`config.mk`:
```
export PLATFORM = sky130hd
export DESIGN_NAME = framebuffer_read_sequencer
export DESIGN_NICKNAME = d
export VERILOG_FILES = /design/src/rtl/framebuffer_read_sequencer.sv
export SDC_FILE = /design/constraint.sdc
export NUM_CORES = 1
export LEC_CHECK = 0
export CORE_MARGIN = 1
export CORE_UTILIZATION = 55
export CTS_CLUSTER_DIAMETER = 40
export DETAILED_ROUTE_END_ITERATION = 8
export HOLD_SLACK_MARGIN = 0.12
export PLACE_DENSITY = 0.8
export RECOVER_POWER = 100
export SLEW_MARGIN = 20
export SYNTH_ARGS = -nofsm -noshare
export SYNTH_HDL_FRONTEND = slang
export SYNTH_SLANG_ARGS = --single-unit
```
`constraint.sdc`:
```
create_clock -name clk_in -period 3.1 [get_ports clk_in]
set_input_delay 0.31 -clock clk_in [delete_from_list [all_inputs] [get_ports clk_in]]
set_output_delay 0.31 -clock clk_in [all_outputs]
set_load 0.02 [all_outputs]
```
`src/rtl/framebuffer_read_sequencer.sv`:
```
// -----------------------------------------------------------------------------
// framebuffer_read_sequencer
//
// Read-side initiator for the DDR framebuffer, clk_ui domain.
// A frame_start_in pulse makes the block walk chunk indices 0 .. FRAME_WORDS-1
// on the AXI read-address channel, in order, one request per 128-bit chunk.
// A credit counter limits the number of accepted addresses whose data beat
// has not yet come back. The read-data handshake is only snooped: it is
// counted so that the frame's final beat can be flagged to the read-data FIFO
// and so that the end of the frame can be reported.
//
// Handshake rule (both channels): a transfer happens in a cycle where valid
// and ready are both high. Once ar_valid_out rises it stays high, with
// ar_addr_out unchanged, until the cycle in which ar_ready_in is also high.
//
// Ports
//   clk_in               : clock
//   rst_n_in             : asynchronous active-low reset
//   frame_start_in       : one-cycle request for one full-frame read
//   ar_valid_out         : read-address valid
//   ar_ready_in          : read-address ready
//   ar_addr_out          : chunk index being requested
//   r_valid_in           : read-data valid (snooped)
//   r_ready_in           : read-data ready (snooped)
//   last_frame_chunk_out : high while the frame's final beat is on the bus
//   busy_out             : a frame is in progress
//   frame_done_out       : one-cycle pulse after the final beat is accepted
//   frame_overrun_out    : one-cycle pulse when a start arrives while busy
//   dbg_state_out        : current FSM state, for debug and checkers
// -----------------------------------------------------------------------------
module framebuffer_read_sequencer #(
    parameter int FRAME_WORDS     = 57600,
    parameter int MAX_OUTSTANDING = 16,
    parameter int ADDR_W          = 22
) (
    input  logic              clk_in,
    input  logic              rst_n_in,
    input  logic              frame_start_in,
    output logic              ar_valid_out,
    input  logic              ar_ready_in,
    output logic [ADDR_W-1:0] ar_addr_out,
    input  logic              r_valid_in,
    input  logic              r_ready_in,
    output logic              last_frame_chunk_out,
    output logic              busy_out,
    output logic              frame_done_out,
    output logic              frame_overrun_out,
    output logic [1:0]        dbg_state_out
);

    localparam int CNT_W = $clog2(FRAME_WORDS + 1);
    localparam int OUT_W = $clog2(MAX_OUTSTANDING + 1);

    localparam logic [CNT_W-1:0] LAST_IDX   = CNT_W'(FRAME_WORDS - 1);
    localparam logic [CNT_W-1:0] FRAME_CNT  = CNT_W'(FRAME_WORDS);
    localparam logic [OUT_W-1:0] MAX_CREDIT = OUT_W'(MAX_OUTSTANDING);

    typedef enum logic [1:0] {
        S_IDLE  = 2'd0,
        S_ISSUE = 2'd1,
        S_DRAIN = 2'd2
    } state_t;

    state_t           r_state;
    state_t           w_state_next;

    logic [CNT_W-1:0] r_issued;
    logic [CNT_W-1:0] r_received;
    logic [OUT_W-1:0] r_outstanding;
    logic             r_done;
    logic             r_overrun;

    logic             w_busy;
    logic             w_ar_valid;
    logic             w_ar_fire;
    logic             w_r_fire;
    logic             w_last_beat_fire;

    // ------------------------------------------------------------------
    // Handshake decode
    // ------------------------------------------------------------------
    assign w_ar_fire = w_ar_valid & ar_ready_in;

    // Beats are only meaningful while a frame is running; anything seen in
    // IDLE is ignored entirely.
    assign w_r_fire = w_busy & r_valid_in & r_ready_in;

    assign w_last_beat_fire = w_r_fire & (r_received == LAST_IDX);

    // ------------------------------------------------------------------
    // FSM: next state and state-decoded outputs
    // ------------------------------------------------------------------
    // ar_valid can be taken straight from the credit compare: while it is
    // high and no address is accepted, the credit count can only fall, so
    // the compare stays true and valid cannot drop before the transfer.
    // The address is the issue counter, which only moves on a transfer.
    always_comb begin
        w_state_next = r_state;
        w_busy       = 1'b0;
        w_ar_valid   = 1'b0;

        case (r_state)
            S_IDLE: begin
                if (frame_start_in) begin
                    w_state_next = S_ISSUE;
                end
            end

            S_ISSUE: begin
                w_busy     = 1'b1;
                w_ar_valid = (r_outstanding < MAX_CREDIT);
                if ((w_ar_valid & ar_ready_in) && (r_issued == LAST_IDX)) begin
                    w_state_next = S_DRAIN;
                end
            end

            S_DRAIN: begin
                w_busy = 1'b1;
                if (r_valid_in && r_ready_in && (r_received == LAST_IDX)) begin
                    w_state_next = S_IDLE;
                end
            end

            default: begin
                w_state_next = S_IDLE;
            end
        endcase
    end

    // ------------------------------------------------------------------
    // FSM state register
    // ------------------------------------------------------------------
    always_ff @(posedge clk_in or negedge rst_n_in) begin
        if (!rst_n_in) begin
            r_state <= S_IDLE;
        end else begin
            r_state <= w_state_next;
        end
    end

    // ------------------------------------------------------------------
    // Counters
    // ------------------------------------------------------------------
    always_ff @(posedge clk_in or negedge rst_n_in) begin
        if (!rst_n_in) begin
            r_issued      <= '0;
            r_received    <= '0;
            r_outstanding <= '0;
        end else if (r_state == S_IDLE) begin
            if (frame_start_in) begin
                r_issued      <= '0;
                r_received    <= '0;
                r_outstanding <= '0;
            end
        end else begin
            if (w_ar_fire && (r_issued != FRAME_CNT)) begin
                r_issued <= r_issued + CNT_W'(1);
            end

            if (w_r_fire && (r_received != FRAME_CNT)) begin
                r_received <= r_received + CNT_W'(1);
            end

            // A credit taken and a credit returned in the same cycle cancel.
            case ({w_ar_fire, w_r_fire})
                2'b10: begin
                    if (r_outstanding != MAX_CREDIT) begin
                        r_outstanding <= r_outstanding + OUT_W'(1);
                    end
                end
                2'b01: begin
                    if (r_outstanding != '0) begin
                        r_outstanding <= r_outstanding - OUT_W'(1);
                    end
                end
                default: begin
                end
            endcase
        end
    end

    // ------------------------------------------------------------------
    // Status pulses
    // ------------------------------------------------------------------
    // frame_done rises in the cycle after the final beat, which is also the
    // first IDLE cycle, so a start arriving together with it is accepted.
    always_ff @(posedge clk_in or negedge rst_n_in) begin
        if (!rst_n_in) begin
            r_done    <= 1'b0;
            r_overrun <= 1'b0;
        end else begin
            r_done    <= w_last_beat_fire & (r_state == S_DRAIN);
            r_overrun <= frame_start_in & w_busy;
        end
    end

    // ------------------------------------------------------------------
    // Outputs
    // ------------------------------------------------------------------
    assign ar_valid_out         = w_ar_valid;
    assign ar_addr_out          = ADDR_W'(r_issued);
    assign busy_out             = w_busy;
    // Qualified by valid only, so the FIFO sees the flag for as long as the
    // final beat is presented, including cycles it is back-pressuring.
    assign last_frame_chunk_out = w_busy & r_valid_in & (r_received == LAST_IDX);
    assign frame_done_out       = r_done;
    assign frame_overrun_out    = r_overrun;
    assign dbg_state_out        = r_state;

endmodule

```
======== Word-level counts from Yosys, hierarchy flattened ========
Index checks and enable logic that the tools add are counted.
storage, ports and cells
  bits in registers ....................... 41
  input bits .............................. 6
  output and inout bits ................... 29
  word-level logic and storage cells ...... 64
cells by class
  $add $sub $neg .......................... 4
  magnitude comparators ................... 1
  equality and inequality tests ........... 14
  muxes and demuxes ....................... 16
  bitwise gates (word level) .............. 8
  reduce and logical (&&, ||, !) cells .... 15
operator list
  operator               count
  $mux 16                5
  $add 16x1->16 const B  2
  $eq 16x16->1 const B   2
  $ne 16x16->1 const B   2
  $mux 5                 4
  $pmux 5 s2             1
  $and 1x1->1            8
  $mux 2                 3
  $ne 2x2->1 const B     3
  $ne 3x3->1 const B     2
  $pmux 2 s3             1
  $add 5x1->5 const B    1
  $logic_and 1x1->1      5
  $lt 5x5->1 const B     1
  $ne 5x5->1 const B     1
  $reduce_bool 5->1      1
  $sub 5x1->5 const B    1
  $eq 2x1->1 const B     2
  $eq 2x2->1 const B     2
  $reduce_and 2->1       2
  $reduce_and 4->1       1
  $reduce_bool 2->1      2
  $reduce_and 3->1       1
  $reduce_bool 3->1      1
  3 further kinds        4

======== Depth between registers and ports, before layout ========
Gate-level depths: netlist (run 1).
  depth in word-level cells ............... 8
  gate-level depth with buffers ........... 11
  gate-level depth less buffers ........... 11

======== Worst setup path after synthesis (run 1) ========
No wires, ideal clock.
  path type ............................... reg-to-reg
  from .................................... register r_state[0], in the netlist dbg_state_out[0]
  to ...................................... register r_outstanding[4]
  arrival time ............................ 2.465 ns
  data required time ...................... 2.976 ns
  slack ................................... 0.511 ns
  cell stages (with the launch flop) ...... 12
  clock period less this slack ............ 2.589 ns
  cells stage by stage .................... dfrtp_1 > inv_1 > ha_1 > and3_1 > nand2_1 > xnor2_1 > ha_1 > nor2_1 > nand3b_1 > a221oi_1 > and3_1 > a211o_1
between the ends
  cells in the longest elaborated chain, start to end .. 8
ends and longest elaborated chain
  item                                                         line  RTL
  from (decl)                                                  64    state_t r_state;
  from (signal assigned)                                       137   r_state <= w_state_next;
  $eq 2x2->1 / $eq 2x1->1 (equally long branches)              102   case (r_state)
  $reduce_or 2->1 (no line) *                                  -
  $mux 1 *                                                     102
  net busy_out                                                 45    output logic busy_out,
  $and 1x1->1 * (2 in a row)                                   86    assign w_r_fire = w_busy & r_valid_in & r_ready_in;
  $eq 2x1->1 / $eq 2x2->1 (equally long branches)              165   case ({w_ar_fire, w_r_fire})
  $ne 3x3->1 (no line), or another cell as far along           -
  $reduce_and 4->1 (no line) / $mux 5 (equally long branches)  -
  to (signal assigned)                                         168   r_outstanding <= r_outstanding + OUT_W'(1);
  to (signal assigned)                                         173   r_outstanding <= r_outstanding - OUT_W'(1);
  to (decl)                                                    69    logic [OUT_W-1:0] r_outstanding;
Mark *: on every way through the listed nets, which the timed path passes. The rest lies on a longest branch.
A chain may end at the register's enable or synchronous reset.

======== Worst setup path in the final report (run 1) ========
  from .................................... register r_received[0]
  to ...................................... output last_frame_chunk_out
between the ends
  cells in the longest elaborated chain, start to end .. 2
ends and longest elaborated chain
  item                    line  RTL
  from (decl)             68    logic [CNT_W-1:0] r_received;
  from (signal assigned)  161   r_received <= r_received + CNT_W'(1);
  $eq 16x16->1            205   assign last_frame_chunk_out = w_busy & r_valid_in & (r_received == LAST_IDX);
  $and 1x1->1             205
  to (decl)               44    output logic last_frame_chunk_out,
Every way passes these cells.

==> results.md, run 1 <==
- GRT Overall Usage: 23.29%
- Crit path from: r_received[0]
- CTS buffer count: 5
- Global-route wire length before repair: 9094 microns
- Yosys top cell by area: dfrtp_1
- Fin crit share: 87.50%
- HP Class: flop to flop
- Slowest CP cell: dlygate4sd3_1
- Critical path class: flop to primary output
- Clock transition at path regs: 0.08 ns
- Crit path capture: last_frame_chunk_out
- Layout cell share with drive strength beyond 1: 4.262%
- RSZ-0062 raised after global routing: no
- Yosys reg bits: 41
- DR pass1 iterations: 4
- Worst endpoint required time: 2.79 ns
- Ranking of synthesized cells by area: dfrtp_1 (41%), ha_1 (5.0%), nand2_1 (4.2%)
- Worst path max stage delay: 0.66 ns
- VDD IR-drop max: 0.3712 mV
- Commonest non-fill, non-tap cells in the layout: dfrtp_1 (41), nand2_1 (28), dlygate4sd3_1 (23)
- CTS tree: yes
- Reg2Reg Depth: 11
- Failing checks: capacitance limit, slew limit
- Pwr dens: 635.8 nW/um^2
- Port bufs: 28
- CP cell instances: ha_1, and4_1, and4_1, and3_1, dlygate4sd3_1
- Row cnt: 24
- Full die area: 4842 sq um
- Crit path buffers/inverters: 1
- Clock sink total: 41
- GRT busiest layer: met1
- Slew @ Worst Pin: 2.153 ns
- Residual DRC: 0
- Crit path DAT: 2.40 ns
- Clk buf depth: 2
- Initial antenna violation count: 0
- Post-Route WL: 5291 microns
- Clock Skews: 0.005261 ns
- Sequential share of the synthesized area: 40.84%
- I/O pin count: 35
- Yosys top cell area share: 40.84%
- DR vias/cell: 6.095
- Largest net degree at the start of global routing: 42
- Mean Syn Cell Area: 9.070 sq um
- Status: finished with violations
- Resized cells post-CTS: 0
- Core Util, Final: 66.15%
- Insertion delay to the later sink of the worst-skew pair: 0.29 ns
- Met1 Use GR: 34.48%
- Post-synth EDFFs: 0
- Gate count of the mapped netlist: 277
- Initial Util: 57.31%
- Avg WL per Cell: 14.82 microns
- DRT iter0 DRCs: 145
- CP Capture Type: primary output
- Post-CTS Repair Setup Buffers: 0
- Worst hold margin: 0.5416 ns
- Final setup fails: 0
- CP max FO: 7
- Post-DP HPWL: 3715 microns
- Worst setup SP type: flop
- Synthesized area: 2512 sq um
- Max-Cap Viols: 1
- Final TNS setup: 0 ns
- Post-synth cell types: 50
- R2R Setup Slk: 0.46 ns
- Die Span X: 69.59 microns
- R2R Path Start: dbg_state_out[0]
- Area delta synth->final: 15.44%
- Hold Path Stages: 1
- Vias: 2176
- Die Height: 69.59 microns
- Placer's final routability congestion estimate: 0.8555
- Delay-heaviest family, CP: simple AND/OR/NAND/NOR gates
- Vias in the first global route: 1893
- Post-layout min period: 2.712 ns
- Final net count: 320
- H-Tree Depth: 2
- Grt met2 use: 34.20%
- Instance count on the critical path: 5
- Antenna Cells: 0
- Commonest non-fill, non-tap cell in the layout: dfrtp_1
- P_leak: 0.001315 uW
- Ys Warns: 0
- GRT overflow: 0
- Count of hold buffers inserted by post-cts repair: 0
- Ys async rst share: 100.0%
- Crit-path most repeated cell: and4_1
- Slew HR: -43.52%
- Fin. max-slew vios: 42
- RR Endpoint: r_outstanding[4]
- Final hold violation count: 0
- Fmax: 0.3687 GHz
- Met3 usage: 4.942%
- Ys flop type: dfrtp_1
- Clock root cell: clkbuf_8
- Core Box Area: 4384 sq um
- ANT nets after route: 0
where the power goes:
part | leakage, uW | total (uW) | switching (uW) | internal, uW
registers | 0.000565 | 679 | 77.3 | 601
logic | 0.000692 | 716 | 428 | 288
clock network | 0.0000585 | 450 | 187 | 263
total | 0.00132 | 1840 | 692 | 1150
final cells by class:
cell class	count	area [sq um]
Fill cell	367	1484
Multi-Input combinational cell	211	1355
Sequential cell	41	1026
Timing Repair Buffer	29	277.8
Clock buffer	7	86.33
Tap cell	52	65.06
Inverter	16	60.06
Clock inverter	1	30.03
cells in the mapped netlist (all sizes together) (2+ instances only):
cell type and number:
nand2b 2, a21oi 13, and4 5, clkbuf 6
xor2 7, and3 8, nor3 4, nand3 16
inv 16, and4b 2, ha 10, or3 6
xnor2 4, a31o 2, o21ai 9, dfrtp 41
o31ai 4, a311oi 2, or2 2, a211o 2
buf 8, nor4bb 3, nor4 3, nand3b 2
mux2 2, mux2i 8, or4 3, nand2 28
o211ai 4, nand4 14, nor2 20, and2 6
a31oi 4
sequential cells by signal, indices dropped and copies added, names as in the netlist:
name               cells
r_received            16
r_issued              16
r_outstanding          5
frame_done_out         1
dbg_state_out          2
frame_overrun_out      1
kinds of logic (layout without fill, tap and decap cells):
| family | Yosys count | count (layout) | share of synthesized area (%) |
|---|---|---|---|
| adder cells (fa/ha/maj) | 10 | 10 | 4.980 |
| multiplexers | 10 | 10 | 4.084 |
| buffers and inverters | 30 | 53 | 5.528 |
| flip-flops | 41 | 41 | 40.84 |
| XOR/XNOR | 11 | 11 | 3.835 |
| other | 1 | 6 | 0.1493 |
| AO/OA/AOI/OAI | 46 | 46 | 12.50 |
| AND/OR/NAND/NOR | 128 | 128 | 28.09 |
stage by stage:
stage	worst slack (ns)	total power, uW	cells	cell area [sq um]
6_report	0.3875	1844	357	2900
5_1_grt	0.2447	1964	357	2900
4_1_cts	0.4563	1888	357	2917
3_5_place_dp	0.4895	1437	349	2800
3_3_place_gp	0.6350	1424	349	2800
2_1_floorplan	0.5112	1218	282	2531
routing by layer:
metal  part of all wire [%]  vias to the layer above
met5                      0                        -
met3                    6.0                        7
li1                       -                     1050
met4                    1.1                        0
met2                     44                       67
met1                     49                     1052
worst reg2reg max path: stages, from the launching register on:
cell	delay, ns
dfrtp_1	0.43
inv_1	0.09
ha_1	0.35
and3_1	0.28
nand2_1	0.17
xnor2_1	0.18
ha_1	0.24
nor2_1	0.09
nand3b_1	0.16
a221oi_1	0.33
and3_1	0.20
a211o_1	0.08
worst min-delay path by stage:
stage	start	to
floorplan	rst_n_in	dbg_state_out[0]
global placement	rst_n_in	r_outstanding[4]
detailed placement	rst_n_in	r_outstanding[0]
CTS	rst_n_in	r_outstanding[4]
global route	r_received[11]	r_received[11]
finish	r_received[11]	r_received[11]
Power figures use the tool's default switching activity.
==> run 2: changes to the inputs <==
--- a/config.mk
+++ b/config.mk
@@ -5,12 +5,12 @@
 export SDC_FILE = /design/constraint.sdc
 export NUM_CORES = 1
 export LEC_CHECK = 0
-export CORE_MARGIN = 1
-export CORE_UTILIZATION = 55
+export CORE_MARGIN = 5
+export CORE_UTILIZATION = 49
 export CTS_CLUSTER_DIAMETER = 40
 export DETAILED_ROUTE_END_ITERATION = 8
 export HOLD_SLACK_MARGIN = 0.12
-export PLACE_DENSITY = 0.8
+export PLACE_DENSITY = 0.76
 export RECOVER_POWER = 100
 export SLEW_MARGIN = 20
 export SYNTH_ARGS = -nofsm -noshare
==> constraint.sdc (replaced) <==
create_clock -name clk_in -period 2.3 [get_ports clk_in]
set_input_delay 0.23 -clock clk_in [delete_from_list [all_inputs] [get_ports clk_in]]
set_output_delay 0.23 -clock clk_in [all_outputs]
set_load 0.02 [all_outputs]
==> results.md, run 2 (synthesis results as in run 1) <==
- RSZ-0062 raised after global routing: yes
- DR vias/cell: 5.626
- Worst setup SP type: flop
- GRT Overall Usage: 19.20%
- CP max FO: 5
- Largest net degree at the start of global routing: 28
- Slew @ Worst Pin: 1.483 ns
- Cell Int Power: 1603 uW
- Reg power frac: 35.1%
- Vias in the first global route: 2141
- Failing checks: setup timing
- Setup ws final: -0.07307 ns
- GRT overflow: 0
- Post-DP HPWL: 4369 microns
- Initial Util: 49.83%
- R2R Path Start: dbg_state_out[0]
- Combinational share of power: 47.4%
- R2R Setup Slk: -0.07 ns
- CTS buffer count: 5
- I/O pin count: 35
- ANT nets after route: 0
- Critical path class: flop to flop
- Fmax: 0.4214 GHz
- Placer's final routability congestion estimate: 0.8269
- Residual DRC: 0
- Clock transition at path regs: 0.08 ns
- Initial antenna violation count: 0
- Area delta synth->final: 24.05%
- FILL cells: 432
- Full die area: 6659 sq um
- Worst endpoint required time: 2.54 ns
- Layout cell share with drive strength beyond 1: 14.42%
- Status: finished with violations
- Clock power share: 17.6%
- Switching power: 1037 uW
- Antenna Cells: 0
- Core Box Area: 5042 sq um
- HP Class: flop to flop
- Core Util, Final: 61.81%
- Crit path from: dbg_state_out[0]
- Insertion delay to the later sink of the worst-skew pair: 0.30 ns
- Reg2Reg Depth: 11
- Switch share: 39.28%
- Pwr dens: 847.0 nW/um^2
- Vias: 2228
- Die Height: 81.61 microns
- DRT iter0 DRCs: 111
- Crit path capture: r_outstanding[4]
- DR pass1 iterations: 4
- Clock sink total: 41
- Clock Skews: 0.005289 ns
- Max-Cap Viols: 0
- Biggest regs: r_issued (16), r_received (16), r_outstanding (5)
- Fin crit share: 103.2%
- Commonest non-fill, non-tap cells in the layout: dfrtp_1 (39), nand2_1 (27), clkdlybuf4s50_1 (22)
- Global-route wire length before repair: 9873 microns
- CTS tree: yes
- Post-Route WL: 6077 microns
- RR Endpoint: r_outstanding[4]
- Row cnt: 26
- VDD IR-drop max: 0.7676 mV
- Clock root cell: clkbuf_8
- Final TNS setup: -0.07307 ns
- Port bufs: 28
- Clk buf depth: 2
- Final hold violation count: 0
- Crit path DAT: 2.61 ns
- P_leak: 0.001366 uW
- CP Capture Type: flop
- Slew HR: 1.163%
- Final setup fails: 1
- Post-layout min period: 2.373 ns
- Commonest non-fill, non-tap cell in the layout: dfrtp_1
- Fin. max-slew vios: 0
- Avg WL per Cell: 15.35 microns
- H-Tree Depth: 2
- Die Span X: 81.61 microns
- Final net count: 341
==> run 2: worst min-delay path by stage <==
stage	startpoint	end	slack (ns)	cells past startpoint
after CTS	rst_n_in	r_received[13]	0.49	2
after floorplan	rst_n_in	dbg_state_out[0]	-0.07	0
after global placement	rst_n_in	r_issued[12]	0.27	1
final	r_received[11]	r_received[11]	0.53	1
after global routing	r_received[11]	r_received[11]	0.56	1
after detailed placement	rst_n_in	r_issued[12]	0.28	1
==> run 2: timing repair <==
action                                 in CTS  in global routing
pin swaps                                   0                  2
setup endpoints to repair                   2                  2
buffers inserted                            0                  4
hold buffers                                1                  0
endpoints found under the hold margin      26                  0
resized for setup                           2                  6
==> run 2: critical path, stage by stage (launching register included) <==
cell and delay (ns):
dfrtp_2 0.44, buf_4 0.14, ha_1 0.22, nand3b_1 0.17, nand2_4 0.10, xnor2_2 0.13
ha_2 0.26, nor2_4 0.05, nand3b_1 0.17, a221oi_1 0.31, and3_1 0.21, a211o_1 0.10
==> run 2: power by group through the flow <==
stage / Combinational, uW / Clock, uW / Sequential [uW]
floorplan: 734 / 0 / 961
global placement: 1140 / 0 / 924
detailed placement: 1160 / 0 / 931
CTS: 1170 / 479 / 919
global route: 1350 / 508 / 943
finish: 1250 / 464 / 926
==> run 2: stage by stage <==
| step | hold slack [ns] | setup WS [ns] | total power, uW | instance area (sq um) | instances |
|---|---|---|---|---|---|
| final | 0.5297 | -0.07307 | 2640 | 3117 | 396 |
| after global routing | 0.5556 | -0.2020 | 2806 | 3117 | 396 |
| after CTS | 0.4945 | 0.02459 | 2570 | 3059 | 392 |
| after detailed placement | 0.2798 | -0.002307 | 2092 | 2968 | 383 |
| after global placement | 0.2712 | 0.07283 | 2069 | 2968 | 383 |
| after floorplan | -0.06559 | 0.02887 | 1695 | 2556 | 282 |
==> run 2: layout make-up <==
type | count | area (sq um) | area share, %
Multi-Input combinational cell | 211 | 1423 | 45.64
Sequential cell | 41 | 1028 | 33.00
Timing Repair Buffer | 50 | 437.9 | 14.05
Tap cell | 70 | 87.58 | 2.810
Clock buffer | 8 | 80.08 | 2.569
Inverter | 16 | 60.06 | 1.927
==> run 2: metal layers <==
metal	part of all wire (%)	wire (microns)	GRT usage [%]
met5	0	0	0
met3	5.4	327	5.263
met2	49	2966	31.84
met4	0.86	52	6.312
met1	45	2730	24.21
==> run 3: changes to the inputs <==
--- a/config.mk
+++ b/config.mk
@@ -5,7 +5,7 @@
 export SDC_FILE = /design/constraint.sdc
 export NUM_CORES = 1
 export LEC_CHECK = 0
-export CORE_MARGIN = 5
+export CORE_MARGIN = 2
 export CORE_UTILIZATION = 49
 export CTS_CLUSTER_DIAMETER = 40
 export DETAILED_ROUTE_END_ITERATION = 8
==> results.md, run 3 (synthesis results as in run 1) <==
- GRT overflow: 0
- Switching power: 1036 uW
- Largest net degree at the start of global routing: 24
- Residual DRC: 0
- Placer's final routability congestion estimate: 0.8960
- Crit path capture: r_outstanding[4]
- Worst setup SP type: flop
- Reg power frac: 36.1%
- CTS tree: yes
- Die Span X: 75.61 microns
- Final TNS setup: 0 ns
- CTS buffer count: 5
- RSZ-0062 raised after global routing: yes
- R2R Setup Slk: 0.08 ns
- Final setup fails: 0
- Clock sink total: 41
- Finished Layout Cells: 389
- Layout cell share with drive strength beyond 1: 13.48%
- Clock transition at path regs: 0.08 ns
- VDD IR-drop max: 0.4548 mV
- Crit path DAT: 2.41 ns
- Clk buf depth: 2
- Die Height: 75.61 microns
- I/O pin count: 35
- Area delta synth->final: 23.31%
- Port bufs: 28
- Slowest CP cell: dfrtp_2
- Insertion delay to the later sink of the worst-skew pair: 0.30 ns
- Fmax: 0.4503 GHz
- DRT iter0 DRCs: 172
- Row cnt: 26
- Global-route wire length before repair: 9439 microns
- Slew HR: 16.03%
- Critical path class: flop to flop
- Core Util, Final: 61.44%
- Vias: 2234
- Cell Int Power: 1583 uW
- Full die area: 5716 sq um
- DR pass1 iterations: 4
- GRT Overall Usage: 21.44%
- Placed cell area: 2953 sq um
- Combinational share of power: 45.3%
- P_leak: 0.001381 uW
- Status: finished clean
- ANT nets after route: 0
- RR Endpoint: r_outstanding[4]
- Switch share: 39.55%
- Initial antenna violation count: 0
- Commonest non-fill, non-tap cell in the layout: dfrtp_1
- Fin. max-slew vios: 0
- Pwr dens: 845.4 nW/um^2
- Commonest non-fill, non-tap cells in the layout: dfrtp_1 (39), nand2_1 (27), dlygate4sd3_1 (20)
- Crit path from: dbg_state_out[1]
- H-Tree Depth: 2
- Post-DP HPWL: 4285 microns
- Worst path max stage delay: 0.43 ns
- Fin crit share: 96.55%
- Post-route cell area: 3098 sq um
- Biggest regs: r_issued (16), r_received (16), r_outstanding (5)
- Clock power share: 18.7%
- Vias in the first global route: 2024
- Max-Cap Viols: 0
- Initial Util: 49.83%
- Final hold violation count: 0
- Placed cells: 381
- HP Class: flop to flop
- DR vias/cell: 5.743
- Reg2Reg Depth: 10
- Post-CTS Repair Setup Buffers: 0
- CP max FO: 5
- CP cell instances: inv_2, ha_1, nand3b_1, nand2_4, inv_1, ha_4, nor2_1, a211oi_1, nor4b_1, a211o_1
- Core Box Area: 5042 sq um
- Worst hold margin: 0.5142 ns
- Antenna Cells: 0
- Final net count: 335
- Clock root cell: clkbuf_8
- Clock Skews: 0.01150 ns
- Avg WL per Cell: 15.03 microns
- Post-layout min period: 2.221 ns
- R2R Path Start: dbg_state_out[1]
- Worst endpoint required time: 2.49 ns
- Slew @ Worst Pin: 1.260 ns
- CP Capture Type: flop
- Post-Route WL: 5845 microns
[run 3: cell count changes in the layout (fill, tap and decap cells not counted), sizes merged]
cell           change
dlygate4sd3       +15
clkinvlp           +1
buf                -8
clkdlybuf4s50     -15
[run 3: layer usage]
layer / track usage, % / wire (microns)
met3: 3.571 / 225
met5: 0 / 0
met1: 29.15 / 2613
met4: 5.653 / 56
met2: 35.65 / 2950
[run 3: final cells by class]
type	instances	area, sq um
Multi-Input combinational cell	211	1448
Tap cell	70	87.58
Clock inverter	1	7.507
Sequential cell	41	1028
Inverter	16	60.06
Fill cell	424	1944
Timing Repair Buffer	44	384.1
Clock buffer	6	82.58
[run 3: per-stage QoR]
step | worst slack, ns | total power (uW)
after floorplan | 0.02887 | 1695
after global placement | 0.1067 | 2021
after detailed placement | -0.02131 | 2056
after CTS | 0.006782 | 2550
after global routing | -0.01953 | 2804
final | 0.07934 | 2619
[run 3: power groups by stage]
stage	combinational (uW)	sequential (uW)	clock [uW]
finish	1190	945	489
CTS	1120	928	502
detailed placement	1110	943	0
floorplan	734	961	0
global route	1300	959	541
global placement	1080	936	0
[run 3: worst min-delay path by stage]
stage / start / to / slack [ns] / cells after the start
4_1_cts: rst_n_in / r_issued[14] / 0.42 / 3
3_5_place_dp: rst_n_in / r_issued[14] / 0.21 / 2
6_report: r_received[11] / r_received[11] / 0.51 / 1
5_1_grt: r_received[15] / r_received[15] / 0.57 / 2
3_3_place_gp: rst_n_in / r_issued[14] / 0.21 / 2
2_1_floorplan: rst_n_in / dbg_state_out[0] / -0.07 / 0
[run 3: critical path, delay by kind of cell (launching register included)]
family,cells,cell delay [ns]
adder cells (fa/ha/maj),2,0.50
AND/OR/NAND/NOR,4,0.46
flip-flops,1,0.43
buffers and inverters,2,0.21
AO/OA/AOI/OAI,2,0.50
[run 3: timing repair]
action,in CTS,in global routing
endpoints found under the hold margin,41,0
pin swaps,0,2
setup endpoints to repair,1,9
resized for setup,1,11
hold buffers,1,0
